`src/rtl/mean_sample_feeder.sv`:
```
// Sample feeder for running_mean: buffers upstream samples in a FIFO and issues
// them as single-cycle strobes separated by GAP idle cycles, flagging full windows.
module mean_sample_feeder #(
  parameter int unsigned DATA_WIDTH  = 16,
  parameter int unsigned DEPTH       = 8,
  parameter int unsigned WINDOW_SIZE = 8,
  parameter int unsigned GAP         = 1
) (
  input  logic                        clk,
  input  logic                        rst_n,
  input  logic [DATA_WIDTH-1:0]       s_data,
  input  logic                        s_valid,
  output logic                        s_ready,
  input  logic                        flush,
  output logic [DATA_WIDTH-1:0]       data_out,
  output logic                        valid_out,
  output logic                        window_done,
  output logic [$clog2(DEPTH):0]      count,
  output logic                        busy
);

  localparam int unsigned AW = $clog2(DEPTH);
  localparam int unsigned CW = AW + 1;
  localparam int unsigned WW = $clog2(WINDOW_SIZE);
  localparam int unsigned GW = (GAP > 1) ? $clog2(GAP) : 1;

  localparam logic [CW-1:0] FULL     = CW'(DEPTH);
  localparam logic [WW-1:0] WIN_LAST = WW'(WINDOW_SIZE - 1);
  localparam logic [GW-1:0] GAP_LOAD = (GAP > 0) ? GW'(GAP - 1) : '0;

  typedef enum logic [1:0] {
    S_IDLE,
    S_ISSUE,
    S_GAP
  } state_t;

  state_t                  state_q, state_d;
  logic [DATA_WIDTH-1:0]   mem [DEPTH];
  logic [AW-1:0]           wr_ptr, rd_ptr;
  logic [CW-1:0]           count_q;
  logic [GW-1:0]           gap_q, gap_d;
  logic [WW-1:0]           win_q;
  logic                    has_data;
  logic                    push;
  logic                    issue;

  assign has_data = (count_q != '0);
  assign s_ready  = (count_q < FULL) && !flush;
  assign push     = s_valid && s_ready;
  assign count    = count_q;
  assign busy     = has_data || (state_q != S_IDLE);

  // issue doubles as the FIFO pop; it is only raised when count is non-zero
  always_comb begin
    state_d = state_q;
    gap_d   = gap_q;
    issue   = 1'b0;
    unique case (state_q)
      S_IDLE: begin
        if (has_data) begin
          issue   = 1'b1;
          state_d = S_ISSUE;
        end
      end
      S_ISSUE: begin
        if (GAP > 0) begin
          gap_d   = GAP_LOAD;
          state_d = S_GAP;
        end else if (has_data) begin
          issue   = 1'b1;
        end else begin
          state_d = S_IDLE;
        end
      end
      S_GAP: begin
        if (gap_q != '0) begin
          gap_d = gap_q - GW'(1);
        end else if (has_data) begin
          issue   = 1'b1;
          state_d = S_ISSUE;
        end else begin
          state_d = S_IDLE;
        end
      end
      default: state_d = S_IDLE;
    endcase
    if (flush) begin
      state_d = S_IDLE;
      gap_d   = '0;
      issue   = 1'b0;
    end
  end

  always_ff @(posedge clk or negedge rst_n) begin
    if (!rst_n) begin
      state_q <= S_IDLE;
      gap_q   <= '0;
    end else begin
      state_q <= state_d;
      gap_q   <= gap_d;
    end
  end

  always_ff @(posedge clk) begin
    if (push) begin
      mem[wr_ptr] <= s_data;
    end
  end

  always_ff @(posedge clk or negedge rst_n) begin
    if (!rst_n) begin
      wr_ptr  <= '0;
      rd_ptr  <= '0;
      count_q <= '0;
    end else if (flush) begin
      wr_ptr  <= '0;
      rd_ptr  <= '0;
      count_q <= '0;
    end else begin
      if (push) begin
        wr_ptr <= wr_ptr + AW'(1);
      end
      if (issue) begin
        rd_ptr <= rd_ptr + AW'(1);
      end
      unique case ({push, issue})
        2'b10:   count_q <= count_q + CW'(1);
        2'b01:   count_q <= count_q - CW'(1);
        default: count_q <= count_q;
      endcase
    end
  end

  // data_out is deliberately left untouched by flush
  always_ff @(posedge clk or negedge rst_n) begin
    if (!rst_n) begin
      data_out    <= '0;
      valid_out   <= 1'b0;
      window_done <= 1'b0;
      win_q       <= '0;
    end else if (flush) begin
      valid_out   <= 1'b0;
      window_done <= 1'b0;
      win_q       <= '0;
    end else begin
      valid_out   <= issue;
      window_done <= issue && (win_q == WIN_LAST);
      if (issue) begin
        data_out <= mem[rd_ptr];
        win_q    <= win_q + WW'(1);
      end
    end
  end

endmodule

```
`config.mk`:
```
export PLATFORM = sky130hd
export DESIGN_NAME = mean_sample_feeder
export DESIGN_NICKNAME = d
export VERILOG_FILES = /design/src/rtl/mean_sample_feeder.sv
export SDC_FILE = /design/constraint.sdc
export NUM_CORES = 1
export LEC_CHECK = 0
export CAP_MARGIN = 20
export CORE_MARGIN = 2
export CORE_UTILIZATION = 35
export CTS_CLUSTER_SIZE = 20
export DETAILED_ROUTE_END_ITERATION = 6
export SYNTH_ARGS = -nofsm -noshare
export SYNTH_HDL_FRONTEND = slang
export SYNTH_SLANG_ARGS = --single-unit
```
`constraint.sdc`:
```
create_clock -name clk -period 6.71 [get_ports clk]
set_clock_uncertainty 0.2 [all_clocks]
set_input_delay 1.342 -clock clk [delete_from_list [all_inputs] [get_ports clk]]
set_output_delay 1.342 -clock clk [all_outputs]
set_load 0.05 [all_outputs]
```
==> results_dict.tcl, run 1 <==
set metrics [dict create \
    finalCriticalPeriod_ps 4840 \
    std_cell_rows 49 \
    htree_levels 4 \
    critPathRequiredTime_ps 5170 \
    p_clk_share_pct 29.1 \
    cts.path.max_buffers 2 \
    switching_power_w 0.00107 \
    setup_ws_ps 1870 \
    yosys_warnings 0 \
    ys_types 33 \
    worstPathArrival_ps 3300 \
    vdd_drop_max_mv 0.307 \
    synth.yosys.seq_area_share_pct 73.2 \
    drv_cap 0 \
    syn_inst 405 \
    clkLatencyLatePin_ps 410 \
    cts_root_buf "clkbuf_16" \
    drtIter0Drc 225 \
    tightest_slew_ps 1010 \
    grt_max_degree 67 \
    postCtsHoldBufs 0 \
    synth.largest_area_cell "edfxtp_1" \
    cts_tree "yes" \
    start_util_pct 35.6 \
    swShare_pct 33.6 \
    io_buffers 43 \
    intPower_w 0.00212 \
    cts_resized 0 \
    synth_nets 432 \
    finalNonFillerCells 699 \
    finalWirelength_um 12700 \
    cts.sinks 161 \
    io_pins 44 \
    drc 0 \
    final_cell_mix "edfxtp_1, mux2i_1, clkdlybuf4s50_1" \
    min_path_type "reg2reg" \
    chipHeight_um 139 \
    synth_top_area_share_pct 60.3 \
    crit_type "in2out" \
    fin_setup_tns_ps 0 \
    cp-start-kind "primary input" \
    synth-seq-cells 161 \
    antenna_found_initial 0 \
    timing.fmax_mhz 207 \
    grt_pass1_wl_um 19700 \
    maxSlewHeadroom_pct 32.4 \
    rsz0062_at_grt "false" \
    worst_setup_path_end_kind "output port" \
    clk_pin_slew_ps 60 \
    synth_area_per_cell_sq_um 15.7 \
    dieArea_sq_um 19300 \
    post-cts-setup-buffers 0 \
    grt_pass1_vias 3504 \
    num_vias 3455 \
    path_max_fanout 18 \
    powerDensity_nw_per_um2 414 \
    num_antenna_cells 0 \
    dp_cells 665 \
    overflow 0 \
    yosys-top-cells-area "edfxtp_1, dfrtp_1, mux2i_1, a22oi_1, nand3_1" \
    power.leakage_nw 2.67 \
    pwr-share-comb_pct 30.2 \
    final_common_cell "edfxtp_1" \
    hold_viol_final 0 \
    drt_first_pass_iters 4 \
    place_congestion 0.732 \
    syn2layout_area_growth_pct 20.9 \
    core_region_area_sq_um 17900 \
    die_w_um 139 \
    fin_nets 484 \
    slew_viol_final 0 \
    syn-cell-area_sq_um 6370 \
    setup_viol 0 \
    drive_gt1_share_pct 10.6 \
    post-route-period-util_pct 72.1 \
    wire_per_inst_um 18.2 \
    grt_use_total_pct 13.6 \
    seqPwrFrac_pct 40.7 \
    status "finished, final reports clean" \
    hpwlAfterDp_um 7060 \
    preCtsSetupSlack_ps 1900 \
    cts_buffers 17 \
    ant_nets 0 \
    vias_per_cell 4.94 \
]
==> cells in the mapped netlist (all sizes together) <==
cell type	number
mux2i	65
nand2b	2
nor2b	3
a21oi	5
nor3	8
dfrtp	33
nand2	6
o21ai	22
nand3b	1
a31oi	1
edfxtp	128
buf	7
fa	1
clkbuf	14
nor4	2
or4	1
a22oi	32
a21bo	1
a21o	1
or3b	1
or3	1
nor3b	2
xnor2	5
xor2	2
a21boi	1
and2	2
nand3	19
ha	6
nor2	16
inv	17
==> path summary, 6_finish.rpt <==
check | cells past startpoint | endpoint | from | slack, ps
max | 3 | s_ready | flush | 1870
max in group asynchronous | 1 | rd_ptr[0] | rst_n | 4810
min reg2reg | 1 | state_q[1] | state_q[1] | 230
max reg2reg | 7 | count[3] | count[3] | 4150
min in group asynchronous | 1 | window_done | rst_n | 850
min | 1 | state_q[1] | state_q[1] | 230
==> power groups by stage <==
stage	sequential [W]	clock, W	combinational (W)
after global placement	0.00136	0	0.000902
after CTS	0.00134	0.000950	0.000924
after global routing	0.00132	0.000993	0.00104
after floorplan	0.00148	0	0.000494
after detailed placement	0.00136	0	0.000921
final	0.00130	0.000930	0.000965
==> cell families after synthesis <==
group,after synthesis,share of synthesized area (%)
flops,161,73.2
mux,65,10.2
simple gates,64,5.28
compound gates,63,6.44
buf+inv,38,2.37
xor+xnor,7,0.962
fa+ha+maj,7,1.49
==> per-stage QoR <==
| step | cell area (sq um) | hold slack, ps | total power [W] | util, % |
|---|---|---|---|---|
| after floorplan | 6370 | 202 | 0.00197 | - |
| after global placement | 7090 | 217 | 0.00226 | 39.6 |
| after detailed placement | 7090 | 222 | 0.00228 | 39.6 |
| after CTS | 7670 | 231 | 0.00322 | 42.9 |
| after global routing | 7710 | 265 | 0.00335 | 43.1 |
| final | 7710 | 228 | 0.00319 | 43.1 |
==> sequential cells by signal, summed over array words and instances, names as in the netlist <==
name and flops:
count 4, data_out 16, mem 128, rd_ptr 3
state_q 2, valid_out 1, win_q 3, window_done 1
wr_ptr 3
==> layout make-up <==
cell class / count / area (sq um)
fill: 1611 / 10200
sequential: 161 / 4670
multi-input combinational: 206 / 1580
timing repair buffer: 54 / 532
clock buffer: 23 / 468
tap: 229 / 287
clock inverter: 9 / 110
inverter: 17 / 63.8
==> metal layers <==
layer | wire length [um] | vias up | share of wire (%) | track usage (%)
met5 | 0 | - | 0 | 0
met4 | 179 | 0 | 1.4 | 4.20
met3 | 607 | 12 | 4.8 | 4.04
met2 | 6210 | 63 | 49 | 22.5
met1 | 5700 | 1739 | 45 | 17.4
li1 | - | 1641 | - | -
==> worst max-delay path: stages <==
cell and delay (ps):
clkdlybuf4s50_1 750, nor2_1 350, clkdlybuf4s50_1 850
Note: power is estimated with default switching activity, not from simulation.
==> run 2: changes to the inputs <==
==> constraint.sdc (replaced) <==
create_clock -name clk -period 4.15 [get_ports clk]
set_clock_uncertainty 0.2 [all_clocks]
set_input_delay 0.83 -clock clk [delete_from_list [all_inputs] [get_ports clk]]
set_output_delay 0.83 -clock clk [all_outputs]
set_load 0.05 [all_outputs]
==> run 2 against run 1 <==
Compared with the run above:
- sequential cell count did not move
- count of clock-buffer cells in the layout fell by 4
- via count rose by 2.0%
- first-iteration DRC count fell by 24%
- largest cell class unchanged
- register-to-register slack got worse by 2600 ps
- power rose by 62%
- clock power rose by 63%
- utilization rose by 0.10 points
- final area rose by 0.24%
- sequential power rose by 62%
- non-clock buffer count rose by 2
- critical path depth did not move
==> results_dict.tcl, run 2 (synthesis results as in run 1) <==
set metrics [dict create \
    status "finished, final reports clean" \
    cts_tree "yes" \
    clk_pin_slew_ps 60 \
    core_region_area_sq_um 17900 \
    num_antenna_cells 0 \
    grt_max_degree 67 \
    finalWirelength_um 12800 \
    final_cell_mix "edfxtp_1, mux2i_1, clkdlybuf4s50_1" \
    timing.fmax_mhz 279 \
    drt_first_pass_iters 4 \
    cts_resized 0 \
    setup_viol 0 \
    num_vias 3525 \
    fin_nets 486 \
    wire_per_inst_um 18.3 \
    hold_ws_ps 233 \
    io_pins 44 \
    path_max_fanout 7 \
    powerDensity_nw_per_um2 669 \
    cts.path.max_buffers 2 \
    syn2layout_area_growth_pct 21.2 \
    vias_per_cell 5.03 \
    htree_levels 4 \
    power.leakage_nw 2.68 \
    regMostFlops "mem" \
    post-route-period-util_pct 86.2 \
    r2r-end "count[3]" \
    rsz0062_at_grt "false" \
    cts.sinks 161 \
    clkLatencyLatePin_ps 410 \
    cts_buffers 17 \
    grt_pass1_vias 3573 \
    hold_start "state_q[1]" \
    drive_gt1_share_pct 11.7 \
    rr_worst_depth 7 \
    cp-start-kind "flop" \
    drv_cap 0 \
    grt_pass1_wl_um 20100 \
    critPathRequiredTime_ps 3120 \
    finalCriticalPeriod_ps 3580 \
    worstSetupStartpoint "count[3]" \
    dieArea_sq_um 19300 \
    final_common_cell "edfxtp_1" \
    worst-r2r-setup-slack_ps 1600 \
    crit_type "reg2out" \
    place_congestion 0.782 \
    hold_depth 1 \
    postCtsHoldBufs 0 \
    drc 0 \
    post-cts-setup-buffers 0 \
    overflow 0 \
    largest_register_ffs 128 \
    start_util_pct 35.6 \
    vdd_drop_max_mv 0.481 \
    grt_use_total_pct 14.0 \
    fin_setup_tns_ps 0 \
    antenna_found_initial 0 \
    slew_viol_final 0 \
    worstPathArrival_ps 2550 \
    chipHeight_um 139 \
    fillCellCount 1602 \
    timing.rr.start "count[3]" \
    maxSlewHeadroom_pct 30.5 \
    min_path_type "reg2reg" \
    hpwlAfterDp_um 7160 \
    ant_nets 0 \
    std_cell_rows 49 \
    io_buffers 43 \
    min_to "state_q[1]" \
    die_w_um 139 \
    hold_viol_final 0 \
    drtIter0Drc 172 \
    worst_setup_path_end_kind "output port" \
    cts_root_buf "clkbuf_16" \
    tightest_slew_ps 1040 \
]
run 2: cell count changes in the layout (fill, tap and decap cells not counted), moves of 2 or more:
cell        change
buf_4           +3
clkbuf_1        -4
clkinv_2        +2
clkinvlp_4      +2
run 2: worst max-delay path by stage:
| stage | end | slack [ps] |
|---|---|---|
| after floorplan | mem[1][0] | 380 |
| after global placement | count[3] | 810 |
| after detailed placement | count[3] | 740 |
| after CTS | busy | 540 |
| after global routing | busy | 460 |
| final | busy | 570 |
run 2: metal layers:
metal	GRT usage (%)	share of wire, %	vias up
li1	-	-	1649
met1	18.1	45	1767
met2	22.6	48	91
met3	3.31	4.9	18
met4	6.43	2.5	0
met5	0	0	-
run 2: metrics by stage:
stage	power [W]	setup slack, ps	instances	area, sq um	utilization, %
after floorplan	0.00318	376	405	6370	-
after global placement	0.00367	811	668	7110	39.7
after detailed placement	0.00370	735	668	7110	39.7
after CTS	0.00523	544	700	7700	43.0
after global routing	0.00545	459	701	7730	43.2
final	0.00517	572	701	7730	43.2
run 2: cell type report:
type	instances	area (sq um)	share of cell area (%)
inverters	17	63.8	0.826
well taps	229	287	3.71
clock buffers	19	453	5.86
repair buffers	56	543	7.03
clock inverters	13	135	1.75
multi-input cells	206	1570	20.4
flip-flops and latches	161	4670	60.5
run 2: power breakdown:
part | internal [W] | leakage (nW) | switching (W) | total, W
Clock | 0.000914 | 0.279 | 0.000602 | 0.00152
Combinational | 0.000594 | 0.827 | 0.000969 | 0.00156
Sequential | 0.00192 | 1.58 | 0.000174 | 0.00210
run 2: critical path: stages, from the launching register on:
cell             delay (ps)
dfrtp_1                 470
or4_1                   630
or3_1                   330
clkdlybuf4s50_1         700
==> run 3: changes to the inputs <==
--- a/config.mk
+++ b/config.mk
@@ -10,6 +10,7 @@
 export CORE_UTILIZATION = 35
 export CTS_CLUSTER_SIZE = 20
 export DETAILED_ROUTE_END_ITERATION = 6
+export SKIP_CTS_REPAIR_TIMING = 1
 export SYNTH_ARGS = -nofsm -noshare
 export SYNTH_HDL_FRONTEND = slang
 export SYNTH_SLANG_ARGS = --single-unit
==> results of run 3 <==
No change in the layout: final DEF, timing and power equal those of run 2.
